### src/rtl/fetch_pkg.sv
// Shared types and constants for the ARM fetch stage.
package fetch_pkg;

  localparam logic [31:0] NOP_INSTR = 32'hE1A0_0000;

  typedef struct packed {
    logic [31:0] pc;
    logic [31:0] instr;
  } fetch_entry_t;

endpackage

### src/rtl/fetch_fifo.sv
// In-order prefetch buffer of {pc, instr} entries.
// Pointers carry one extra MSB so full and empty are distinguishable.
module fetch_fifo
  import fetch_pkg::*;
#(
  parameter int DEPTH = 4
) (
  input  logic                       clk,
  input  logic                       reset,
  input  logic                       push,
  input  fetch_entry_t               push_entry,
  input  logic                       pop,
  input  logic                       flush,
  output logic [$clog2(DEPTH+1)-1:0] count,
  output fetch_entry_t               head,
  output logic                       empty
);

  localparam int AW = $clog2(DEPTH);
  localparam int CW = $clog2(DEPTH + 1);

  logic [AW:0]  wptr;
  logic [AW:0]  rptr;
  logic [AW:0]  fill;
  fetch_entry_t mem [DEPTH];

  always_ff @(posedge clk or posedge reset) begin
    if (reset) begin
      wptr <= '0;
      rptr <= '0;
    end else if (flush) begin
      wptr <= '0;
      rptr <= '0;
    end else begin
      if (push) wptr <= wptr + 1'b1;
      if (pop)  rptr <= rptr + 1'b1;
    end
  end

  // Storage is data only; it is never reset, validity comes from the pointers.
  always_ff @(posedge clk) begin
    if (push && !flush) mem[wptr[AW-1:0]] <= push_entry;
  end

  assign fill  = wptr - rptr;
  assign count = CW'(fill);
  assign empty = (wptr == rptr);
  assign head  = mem[rptr[AW-1:0]];

endmodule

### src/rtl/ifetch.sv
// Fetch stage: owns the fetch PC, issues credit-limited word requests and
// buffers in-order responses for decode; redirects flush and drop in-flight words.
module ifetch
  import fetch_pkg::*;
#(
  parameter logic [31:0] RESET_PC   = 32'h0000_0000,
  parameter int          FIFO_DEPTH = 4
) (
  input  logic        clk,
  input  logic        reset,
  input  logic        StallF,
  input  logic        redirect_valid,
  input  logic [31:0] redirect_pc,
  output logic        imem_req,
  output logic [31:0] imem_addr,
  input  logic        imem_gnt,
  input  logic        imem_rvalid,
  input  logic [31:0] imem_rdata,
  output logic [31:0] InstrF,
  output logic [31:0] PCF,
  output logic [31:0] PCPlus8,
  output logic        InstrValidF
);

  localparam int CW = $clog2(FIFO_DEPTH + 1);

  logic [31:0]   fetch_pc;
  logic [31:0]   resp_pc;
  logic [CW-1:0] outstanding;
  logic [CW-1:0] drop_cnt;
  logic [CW-1:0] count;
  logic [CW:0]   credit_used;
  logic [CW-1:0] rvalid_w;
  logic [CW-1:0] grant_w;
  logic          empty;
  logic          pop;
  logic          push;
  logic          grant;
  fetch_entry_t  head;
  fetch_entry_t  push_entry;

  assign pop      = !empty && !StallF;
  assign grant    = imem_req && imem_gnt;
  assign push     = imem_rvalid && !redirect_valid && (drop_cnt == '0);
  assign rvalid_w = {{(CW-1){1'b0}}, imem_rvalid};
  assign grant_w  = {{(CW-1){1'b0}}, grant};

  // Credits cover both buffered and in-flight words, so a response always has a slot.
  assign credit_used = {1'b0, outstanding} + {1'b0, count} - {{CW{1'b0}}, pop};
  assign imem_req    = !reset && !redirect_valid && (credit_used < (CW+1)'(FIFO_DEPTH));
  assign imem_addr   = fetch_pc;

  assign push_entry = {resp_pc, imem_rdata};

  always_ff @(posedge clk or posedge reset) begin
    if (reset) begin
      fetch_pc    <= RESET_PC;
      resp_pc     <= RESET_PC;
      outstanding <= '0;
      drop_cnt    <= '0;
    end else if (redirect_valid) begin
      // Everything still in flight after this cycle belongs to the old path.
      fetch_pc    <= redirect_pc;
      resp_pc     <= redirect_pc;
      outstanding <= outstanding - rvalid_w;
      drop_cnt    <= outstanding - rvalid_w;
    end else begin
      if (grant) fetch_pc <= fetch_pc + 32'd4;
      if (push)  resp_pc  <= resp_pc + 32'd4;
      outstanding <= outstanding + grant_w - rvalid_w;
      if (imem_rvalid && (drop_cnt != '0)) drop_cnt <= drop_cnt - 1'b1;
    end
  end

  fetch_fifo #(
    .DEPTH (FIFO_DEPTH)
  ) u_fifo (
    .clk        (clk),
    .reset      (reset),
    .push       (push),
    .push_entry (push_entry),
    .pop        (pop),
    .flush      (redirect_valid),
    .count      (count),
    .head       (head),
    .empty      (empty)
  );

  // With an empty buffer, resp_pc is exactly the PC the next head will carry.
  assign InstrValidF = !empty;
  assign InstrF      = empty ? NOP_INSTR : head.instr;
  assign PCF         = empty ? resp_pc : head.pc;
  assign PCPlus8     = PCF + 32'd8;

endmodule

### config.mk
export PLATFORM = sky130hd
export DESIGN_NAME = ifetch
export DESIGN_NICKNAME = d
export VERILOG_FILES = /design/src/rtl/fetch_pkg.sv /design/src/rtl/fetch_fifo.sv /design/src/rtl/ifetch.sv
export SDC_FILE = /design/constraint.sdc
export NUM_CORES = 1
export LEC_CHECK = 0
export CORE_ASPECT_RATIO = 0.5
export CORE_MARGIN = 2
export CORE_UTILIZATION = 42
export CTS_CLUSTER_SIZE = 10
export DETAILED_ROUTE_END_ITERATION = 10
export GPL_TIMING_DRIVEN = 0
export PLACE_DENSITY_LB_ADDON = 0.25
export RECOVER_POWER = 50
export SYNTH_ARGS = -nofsm -noshare
export SYNTH_HDL_FRONTEND = slang
export SYNTH_SLANG_ARGS = --single-unit
### constraint.sdc
create_clock -name clk -period 5.2 [get_ports clk]
set_input_delay 1.3 -clock clk [delete_from_list [all_inputs] [get_ports clk]]
set_output_delay 1.3 -clock clk [all_outputs]
set_load 0.05 [all_outputs]
# After elaboration in Yosys (flattened, before gate mapping)
# Memory sizes are Yosys's and may differ from the RTL's.
# Cells that the tools add are included.
dict set report totals {
  reg_bits 76
  latchBits 0
  ramBits 256
  mem_bits_ro 0
  inputBits 70
  output_inout_bits 130
  word_cells 54
  mem_count 1
}
dict set report classes {
  add_sub_neg 12
  n_mul 0
  div 0
  n_lt_le_gt_ge 1
  eq_ne 1
  n_shift 0
  muxes 15
  n_bitwise 0
  reduce_logical 18
}
# name depth word_bits rd rd_clocked_by_memory_dff wr line
set mem_list {}
lappend mem_list {u_fifo.mem 4 64 1 0 1 fetch_fifo.sv:25} ;# fetch_entry_t mem [DEPTH];
# operator n
set op_table {}
lappend op_table {{two-way mux 32 bit} 6}
lappend op_table {{adder 32 x 3 -> 32 bit, second input constant} 2}
lappend op_table {{adder 32 x 4 -> 32 bit, second input constant} 1}
lappend op_table {{two-way mux 3 bit} 7}
lappend op_table {{logical AND 1 bit} 8}
lappend op_table {{nonzero test 2 bit} 4}
lappend op_table {{adder 3 x 1 -> 3 bit, second input constant} 2}
lappend op_table {{subtractor 3 x 1 -> 3 bit} 2}
lappend op_table {{adder 3 x 3 -> 4 bit} 1}
lappend op_table {{zero test 1 bit} 4}
lappend op_table {{< comparator 4 x 3 -> 1 bit, second input constant} 1}
lappend op_table {{subtractor 4 x 1 -> 4 bit} 1}
lappend op_table {{adder 3 x 1 -> 3 bit} 1}
lappend op_table {{== test 3 bit} 1}
lappend op_table {{zero test 3 bit} 1}
lappend op_table {{nonzero test 3 bit} 1}
lappend op_table {{subtractor 3 x 1 -> 3 bit, second input constant} 1}
lappend op_table {{subtractor 3 bit} 1}
lappend op_table {{two-way mux 1 bit} 2}

# Logic depth before layout (Yosys ltp)
dict set report depth {
  depth_word 10
  mapped_depth 25
  ltp_nobuf 19
}

# Modules after synthesis
# A second synthesis with hierarchy kept.
dict set report unflattened {
  cells_unflattened 1004
  hier_area_um2 15325.9
}
# mod n_inst cells_per_inst area_each_um2 seq_area_each_um2
set modules_own_cells {}
lappend modules_own_cells {fetch_fifo 1 377 9686.8 7837.5}
lappend modules_own_cells {ifetch 1 627 5639.2 1751.7}

# Least setup slack after synthesis
# OpenSTA, ideal clock, no wires.
dict set report synth_path {
  path_type {reg-to-output}
  startpoint {register u_fifo.rptr[1]}
  endpoint {output PCPlus8[17]}
  t_arrival_ns 6.003
  slack_ns -2.103
  stages_incl_launch_ff 22
  n_path_buf 8
  cell_sequence {dfrtp_1 > buf_2 > buf_2 > buf_1 > clkbuf_1 > inv_1 > ha_1 > nand2_1 > nor2_2 > inv_2 > buf_6 > buf_4 > buf_2 > buf_2 > mux2i_1 > inv_1 > ha_1 > o2111ai_1 > o21ai_2 > nand2_1 > nor2_1 > xnor2_1}
}
dict set report synth_between {
  elab_chain_len 3
}
# item line
set synth_lines {}
lappend synth_lines {{from (decl)} fetch_fifo.sv:23} ;# logic [AW:0] rptr;
lappend synth_lines {{from (signal assigned)} fetch_fifo.sv:36} ;# if (pop) rptr <= rptr + 1'b1;
lappend synth_lines {{memory read (4 x 64 bit) or == test 3 bit (tied branches)} --}
lappend synth_lines {{two-way mux 32 bit (*)} ifetch.sv:92} ;# assign PCF = empty ? resp_pc : head.pc;
lappend synth_lines {{net PCF[3]} ifetch.sv:20} ;# output logic [31:0] PCF,
lappend synth_lines {{adder 32 x 4 -> 32 bit (*)} ifetch.sv:93} ;# assign PCPlus8 = PCF + 32'd8;
lappend synth_lines {{to (decl)} ifetch.sv:21} ;# output logic [31:0] PCPlus8,
# The timed path passes the listed nets; every way through them passes the cells marked *.

# Worst setup path after layout
dict set report layout_path {
  startpoint {register u_fifo.rptr[1]}
  endpoint {output PCPlus8[27]}
}
dict set report layout_between {
  elab_chain_len 3
}
# item line
set layout_lines {}
lappend layout_lines {{memory read (4 x 64 bit) or == test 3 bit (tied branches)} --}
lappend layout_lines {{two-way mux 32 bit (*)} ifetch.sv:92}
lappend layout_lines {{adder 32 x 4 -> 32 bit (*)} ifetch.sv:93}
# Mark *: on every way between the ends. The rest lies on a longest branch, timed or not.

==> load_flow_metrics.sql <==
INSERT INTO impl_metrics (metric_group, metric, value, unit) VALUES
('run_status', 'status', 'complete, but fails checks', ''),
('run_status', 'failing_checks', 'max-capacitance violations, max-slew violations', ''),
('timing', 'worst_clock_skew', '0.0159', 'ns'),
('detailed_routing', 'route.detailed.vias_per_inst', '5.36', ''),
('final_layout', 'nets', '1370', ''),
('cts', 'htree_levels', '2', ''),
('detailed_routing', 'vias', '9496', ''),
('timing', 'setup_viol', '0', ''),
('die', 'coreArea', '35700', 'um2'),
('cts', 'cts-root-buf', 'sky130_fd_sc_hd__clkbuf_16', ''),
('die', 'die_area', '37600', 'um2'),
('critical_path', 'reg2reg_setup_slack', '0.36', 'ns'),
('flow_run', 'drv_cap', '1', ''),
('synth', 'synth_top_cells_by_area', 'sky130_fd_sc_hd__edfxtp_1 (51%), sky130_fd_sc_hd__dfrtp_1 (13%), sky130_fd_sc_hd__mux4_2 (8.2%)', ''),
('synth', 'post_synth_inst_count', '1009', ''),
('timing', 'worst_pin_slew', '1.67', 'ns'),
('synth', 'synth_sequential_area_ratio', '0.634', ''),
('cts', 'clock_path_buffers', '3', ''),
('global_route', 'number_of_antenna_violations_at_the_first_check_in_global_routing', '0', ''),
('die', 'die_width', '272', 'um'),
('final_layout', 'multi_input_area', '5600', 'um2'),
('synth', 'post_synthesis_net_count', '1102', ''),
('detailed_routing', 'drt_pass1_iterations', '7', ''),
('synth', 'synth.cells.most_frequent', 'sky130_fd_sc_hd__edfxtp_1 (256), sky130_fd_sc_hd__nand2_1 (92), sky130_fd_sc_hd__dfrtp_1 (76), sky130_fd_sc_hd__mux4_2 (55), sky130_fd_sc_hd__xor2_1 (51)', ''),
('detailed_routing', 'routed_wirelength', '37400', 'um'),
('cts', 'ctsHoldBuffers', '0', ''),
('cts', 'register_clock_pin_slew_on_the_reported_worst_setup_and_hold_paths', '0.06', 'ns'),
('timing', 'timing.final.crit_period', '5.04', 'ns'),
('placement', 'routabilityCongestion', '0.819', ''),
('pwr', 'total_leakage_power', '6.94', 'nW'),
('global_route', 'grt_max_degree', '66', ''),
('critical_path', 'cp-end-kind', 'output pin', ''),
('timing', 'final_setup_margin', '0.158', 'ns'),
('synth', 'yosys.cell_count.top_type', 'sky130_fd_sc_hd__edfxtp_1', ''),
('synth', 'netlist.top_cell.by_area', 'sky130_fd_sc_hd__edfxtp_1', ''),
('final_layout', 'area.growth.synth_to_final', '29.5', '%'),
('final_layout', 'final_layout_size_suffix_gt1_frac', '0.207', ''),
('critical_path', 'startpoint_type', 'register', ''),
('pwr', 'clockPowerShare', '0.212', ''),
('worst_hold_path', 'hold_class', 'register to register', ''),
('placement', 'post-dp-hpwl', '25800', 'um'),
('placement', 'detailedPlace.worstSlack', '-1.39', 'ns'),
('timing', 'layout_worst_path_cycle_share', '0.970', ''),
('timing', 'max-slew-margin-rel', '-0.116', ''),
('pwr', 'irDropWorstVdd', '0.428', 'mV'),
('pwr', 'power.internal', '6.39', 'mW'),
('critical_path', 'setup.worst_path.class', 'register to output pin', ''),
('detailed_routing', 'drtIter0Drc', '967', ''),
('die', 'die_h', '138', 'um'),
('timing', 'timing.fmax', '198', 'MHz'),
('final_layout', 'fin_cells', '1770', ''),
('die', 'io_pins', '200', ''),
('critical_path', 'critical_path_arrival', '3.74', 'ns'),
('synth', 'synth_area', '15100', 'um2'),
('timing', 'final_hold_violations', '0', ''),
('critical_path', 'timing.critical_path.fanout_max', '4', ''),
('final_layout', 'num-fill-cells', '2892', ''),
('pwr', 'pwr-share-seq', '0.290', ''),
('timing', 'maxSlewViolCount', '66', ''),
('global_route', 'grt_first_pass_wirelength', '58500', 'um'),
('critical_path', 'worst-endpoint-required', '3.90', 'ns'),
('synth', 'synth-async-reset-ratio', '0.229', ''),
('pwr', 'power_density', '561', 'nW/um2'),
('pwr', 'power.switching', '4.59', 'mW'),
('global_route', 'overflow', '0', ''),
('pwr', 'power_frac_comb', '0.498', ''),
('placement', 'placement.io_buffers', '198', ''),
('final_layout', 'antenna-diode-count', '0', ''),
('timing', 'hold-worst-slack', '0.515', 'ns'),
('placement', 'place_area', '18300', 'um2'),
('final_layout', 'regArea', '9590', 'um2');
[power groups by stage]
stage / Sequential [mW] / Clock (mW) / Combinational (mW)
global route: 3.21 / 2.47 / 5.75
finish: 3.19 / 2.32 / 5.47
global placement: 3.23 / 0 / 5.24
CTS: 3.18 / 2.37 / 5.54
floorplan: 3.29 / 0 / 3.62
detailed placement: 3.24 / 0 / 5.29
[metrics by stage]
step	TNS [ns]	utilization
3_3_place_gp	-206.80	0.509
3_5_place_dp	-21.34	0.513
6_report	0	0.549
2_1_floorplan	-1.45	-
5_1_grt	-0.0836	0.549
4_1_cts	-0.996	0.550
[kinds of logic (layout without fill, tap and decap cells)]
kind of cell,count (synthesis),in the layout,share of synthesized area
AO/OA/AOI/OAI,79,79,0.0323
adder cells (fa/ha/maj),23,23,0.0200
buffers and inverters,83,360,0.0266
multiplexers,110,110,0.131
XOR/XNOR,93,93,0.0544
AND/OR/NAND/NOR,289,289,0.101
flip-flops,332,332,0.634
[worst max-delay path: stages, from the launching register on]
cell and delay (ns):
sky130_fd_sc_hd__dfrtp_1 0.37, sky130_fd_sc_hd__buf_6 0.16, sky130_fd_sc_hd__inv_8 0.03, sky130_fd_sc_hd__ha_4 0.28, sky130_fd_sc_hd__nand2_8 0.07, sky130_fd_sc_hd__nor2_4 0.15
sky130_fd_sc_hd__buf_12 0.13, sky130_fd_sc_hd__inv_6 0.04, sky130_fd_sc_hd__buf_12 0.13, sky130_fd_sc_hd__mux2i_4 0.19, sky130_fd_sc_hd__clkinvlp_4 0.12, sky130_fd_sc_hd__ha_4 0.17
sky130_fd_sc_hd__nand3_4 0.08, sky130_fd_sc_hd__o21ai_4 0.20, sky130_fd_sc_hd__buf_12 0.13, sky130_fd_sc_hd__nand4_4 0.17, sky130_fd_sc_hd__buf_6 0.19, sky130_fd_sc_hd__nor3_4 0.25
sky130_fd_sc_hd__xor2_4 0.17, sky130_fd_sc_hd__buf_6 0.17
[path summary, 6_finish.rpt]
path / depth (start not counted) / to / from
min in group asynchronous: 2 / imem_addr[1] / reset
max: 19 / PCPlus8[27] / u_fifo.rptr[1]
max reg2reg: 19 / outstanding[2] / u_fifo.rptr[2]
min reg2reg: 0 / u_fifo.mem[0][32] / resp_pc[0]
min: 0 / u_fifo.mem[0][32] / resp_pc[0]
max in group asynchronous: 3 / resp_pc[31] / reset
[sequential cells by signal, summed over array words and instances, names as in the netlist]
register and flops:
u_fifo.wptr 3, resp_pc 32, u_fifo.rptr 3, u_fifo.mem 256
outstanding 3, drop_cnt 3, imem_addr 32
[layout make-up]
class | count | area share
Tap cell | 484 | 0.0309
Timing Repair Buffer | 235 | 0.121
Inverter | 36 | 0.00779
Clock inverter | 2 | 0.000894
Buffer | 39 | 0.0128
Sequential cell | 332 | 0.489
Multi-Input combinational cell | 594 | 0.286
Clock buffer | 48 | 0.0515
[repair_timing]
| item | 4_1_cts | 5_1_grt |
|---|---|---|
| setup endpoints to repair | 100 | 51 |
| resized for setup | 113 | 12 |
| pin swaps | 12 | 12 |
| buffers inserted | 25 | 7 |
[placed cells by master, fill, tap and decap left out, drive strengths merged, types with 3 or more instances in the layout]
cell type,instances
inv,35
o211a,3
dlygate4sd3,33
dlygate4sd2,7
clkdlybuf4s50,141
nor3,12
mux2,32
dfrtp,76
o21ai,26
ha,21
xor2,52
mux4,64
nand2b,4
nand3,27
and2,32
edfxtp,256
and4,4
nor4b,4
nand4,24
a21oi,34
or2,6
clkdlybuf4s15,5
and3,18
o211ai,3
nor2,43
or3,3
xnor2,41
nor4,10
clkbuf,73
buf,61
o22ai,6
mux2i,14
nand2,93
[routing by layer]
metal,up-vias,part of all wire,GRT usage
met1,4849,0.44,0.280
met5,-,0,0
met4,0,0.022,0.0506
met3,71,0.052,0.0351
met2,271,0.49,0.333
li1,4305,-,-
Power figures use the tool's default switching activity.
